[config.mk]
export PLATFORM = sky130hd
export DESIGN_NAME = slot_select
export DESIGN_NICKNAME = d
export VERILOG_FILES = /design/src/rtl/slot_select.sv
export SDC_FILE = /design/constraint.sdc
export NUM_CORES = 1
export LEC_CHECK = 0
export CAP_MARGIN = 20
export CORE_UTILIZATION = 26
export DETAILED_ROUTE_END_ITERATION = 7
export PLACE_DENSITY = 0.85
export SYNTH_ARGS = -nofsm -noshare
export SYNTH_HDL_FRONTEND = slang
export SYNTH_SLANG_ARGS = --single-unit
export TNS_END_PERCENT = 30
[constraint.sdc]
create_clock -name vclk -period 1.6
set_input_delay 0.32 -clock vclk [all_inputs]
set_output_delay 0.32 -clock vclk [all_outputs]
set_load 0.01 [all_outputs]
[src/rtl/slot_select.sv]
// Combinational slot extractor: returns the SlotW-bit slot at idx_i from a packed bus.
module slot_select #(
  parameter int unsigned MaxSlots = 16,
  parameter int unsigned SlotW    = 3
) (
  input  logic [MaxSlots*SlotW-1:0]    seq_i,
  input  logic [$clog2(MaxSlots)-1:0]  idx_i,
  output logic [SlotW-1:0]             slot_o
);

  // Indexed part-select; slot k lives at bits [SlotW*k +: SlotW].
  always_comb begin
    slot_o = seq_i[idx_i*SlotW +: SlotW];
  end

endmodule

==> metrics.log <==
[metrics] row cnt: 13
[metrics] RSZ-0062 raised after global routing: yes
[metrics] arrival time of data at the critical path endpoint: 1440 ps
[metrics] worst-case vdd ir drop: 0.126 mV
[metrics] cells along the critical path: buf_12, buf_12, mux4_2, a22oi_2, nand3_1, buf_2
[metrics] Critical path buffers and inverters: 3
[metrics] number of hold-repair buffers added at the cts stage: 0
[metrics] initial standard-cell utilization of the core: 29.3%
[metrics] initial antenna violation count: 0
[metrics] element type at the critical path end: output pin
[metrics] final setup slack of the worst path: -162 ps
[metrics] synthesized instance count: 29
[metrics] core outline area: 0.00137 mm²
[metrics] number of global-route vias before repair: 528
[metrics] maximum number of pins on one net before global-route repair: 9
[metrics] drt via density: 5.29
[metrics] Antenna diodes: 0
[metrics] number of design-rule violations left by the first detailed-router iteration: 9
[metrics] post-synth design cell area: 400 µm²
[metrics] required time of the critical path: 1280 ps
[metrics] placed instance area: 0.00101 mm²
[metrics] nets: 148
[metrics] final worst path period need: 1760 ps
[metrics] average routed wire per standard cell: 16.2 µm
[metrics] pre-CTS setup slack: -1050 ps
[metrics] wire length reported by the detailed router: 1.77 mm
[metrics] result of the run: finished, violations left
[metrics] chip width: 41.2 µm
[metrics] Largest delay share family, worst path: multiplexers
[metrics] pwr/cell area: 246 mW/mm²
[metrics] maximum operating frequency: 567 MHz
[metrics] number of max-slew violations in the final report: 0
[metrics] post-route non-filler standard cell count: 109
[metrics] total I/O pin count: 55
[metrics] measured slew at the worst slew-check pin: 266 ps
[metrics] most used cell along the critical path: buf_12
[metrics] first-pass detailed-route iteration total: 4
[metrics] overall die area: 0.00170 mm²
[metrics] violations in the final reports: setup timing
[metrics] flip-flop and latch area: 0 µm²
[metrics] number of different library cells in the post-synthesis netlist: 10
[metrics] share of final-layout standard cells stronger than drive strength 1: 40.4%
[metrics] vertical die dimension: 41.2 µm
[metrics] count of unresolved DRC violations after routing: 0
[metrics] delay contributed by the slowest stage of the critical path: 520 ps
[metrics] Slowest-stage cell, CP: mux4_2
[metrics] post-synthesis average cell area: 13.8 µm²
[metrics] number of failing setup endpoints in the final timing report: 3
[metrics] number of warnings reported in the yosys synthesis log: 0
[metrics] max-cap violations: 0
[metrics] crit-path max FO: 5
[metrics] Placed Cells: 103
[metrics] Synth Net Count: 81
[metrics] first-pass GRT wire length: 2.28 mm
[metrics] classification of the worst setup path: primary input to output pin
[metrics] total global routing overflow: 0
[metrics] Hold Vio Cnt, Final: 0
[metrics] number of vias after detailed routing: 577
[metrics] final period utilization: 110%
[metrics] number of routed nets with antenna violations: 0
[metrics] clk_buf instances: 0
[metrics] placer congestion estimate: 0.622
[metrics] total leakage power: 0.474 nW
[metrics] detailed placer's ending HPWL: 1.31 mm
[metrics] count of buffers inserted at the top-level ports: 55
[metrics] portion of the post-synthesis area used by sequential elements: 0%
[metrics] global-route usage over all layers: 20.8%
[metrics] area added between synthesis and finish: 161%
[metrics] post-route cell area: 0.00105 mm²
[metrics] headroom to the max-slew limit: 82.2%
[metrics] flip-flop and latch count: 0
[metrics] category of the worst setup path launch point: primary input
[metrics] worst hold path type: primary input to output pin
[metrics] Final Core Density: 76.6%
==> routing by layer <==
layer	wire, µm	global-route usage [%]	up-vias
li1	-	-	264
met1	701	27.5	277
met2	946	37.1	34
met3	95	1.09	2
met4	27	4.03	0
met5	0	0	-
==> metrics by stage <==
step | hold slack, ps | total power, mW | TNS, ps
floorplan | 800 | 0.0871 | 0
global placement | 1810 | 0.254 | -3030
detailed placement | 1830 | 0.257 | -3080
CTS | 1220 | 0.245 | -397
global route | 1300 | 0.276 | -588
finish | 1270 | 0.258 | -455
==> Yosys cell counts <==
master | instances | share of area (%)
nand2_1 | 3 | 2.8
nand3_1 | 6 | 7.5
a22oi_1 | 2 | 3.7
mux4_2 | 4 | 23
nor2b_1 | 2 | 3.1
clkbuf_1 | 1 | 0.94
mux4_1 | 8 | 52
buf_6 | 1 | 2.8
nor2_1 | 1 | 0.94
a22oi_2 | 1 | 3.1
==> worst paths after layout <==
check | slack (ps) | depth (start not counted) | from | to
max | -160 | 6 | idx_i[0] | slot_o[0]
min | 1270 | 5 | seq_i[35] | slot_o[2]
==> cell families (layout without fill, tap and decap cells) <==
kind of cell	count (synthesis)	count (layout)	synth area share, %
buf+inv	2	67	3.75
compound gates	3	3	6.87
mux	12	12	75.0
simple gates	12	12	14.4
==> report_power, final <==
part           internal [mW]  total (mW)  switching [mW]  leakage [nW]
Combinational          0.176       0.258          0.0820         0.474
Sequential                 0           0               0             0
Clock                      0           0               0             0
Total                  0.176       0.258          0.0820         0.474
==> placed cells by master, fill, tap and decap left out, types with 2 or more instances in the layout <==
master and count:
nor2b_2 2, nand3_1 2, nand3_2 4, nand2_1 2, mux4_2 12, buf_12 3, buf_4 8, clkdlybuf4s15_1 11
a22oi_2 2, dlygate4sd2_1 37, buf_6 2, buf_2 3, clkdlybuf4s50_1 2
==> timing repair <==
item	in CTS	in global routing
cloned	1	0
endpoints found under the setup margin	3	3
gates resized for setup	99	3
pin swaps	9	2
setup buffers	2	3
==> layout make-up <==
class | instances | area, µm²
timing repair buffer | 67 | 639
multi-input combinational | 27 | 388
fill | 112 | 320
tap | 15 | 18.8
Note: power is estimated with default switching activity, not from simulation.
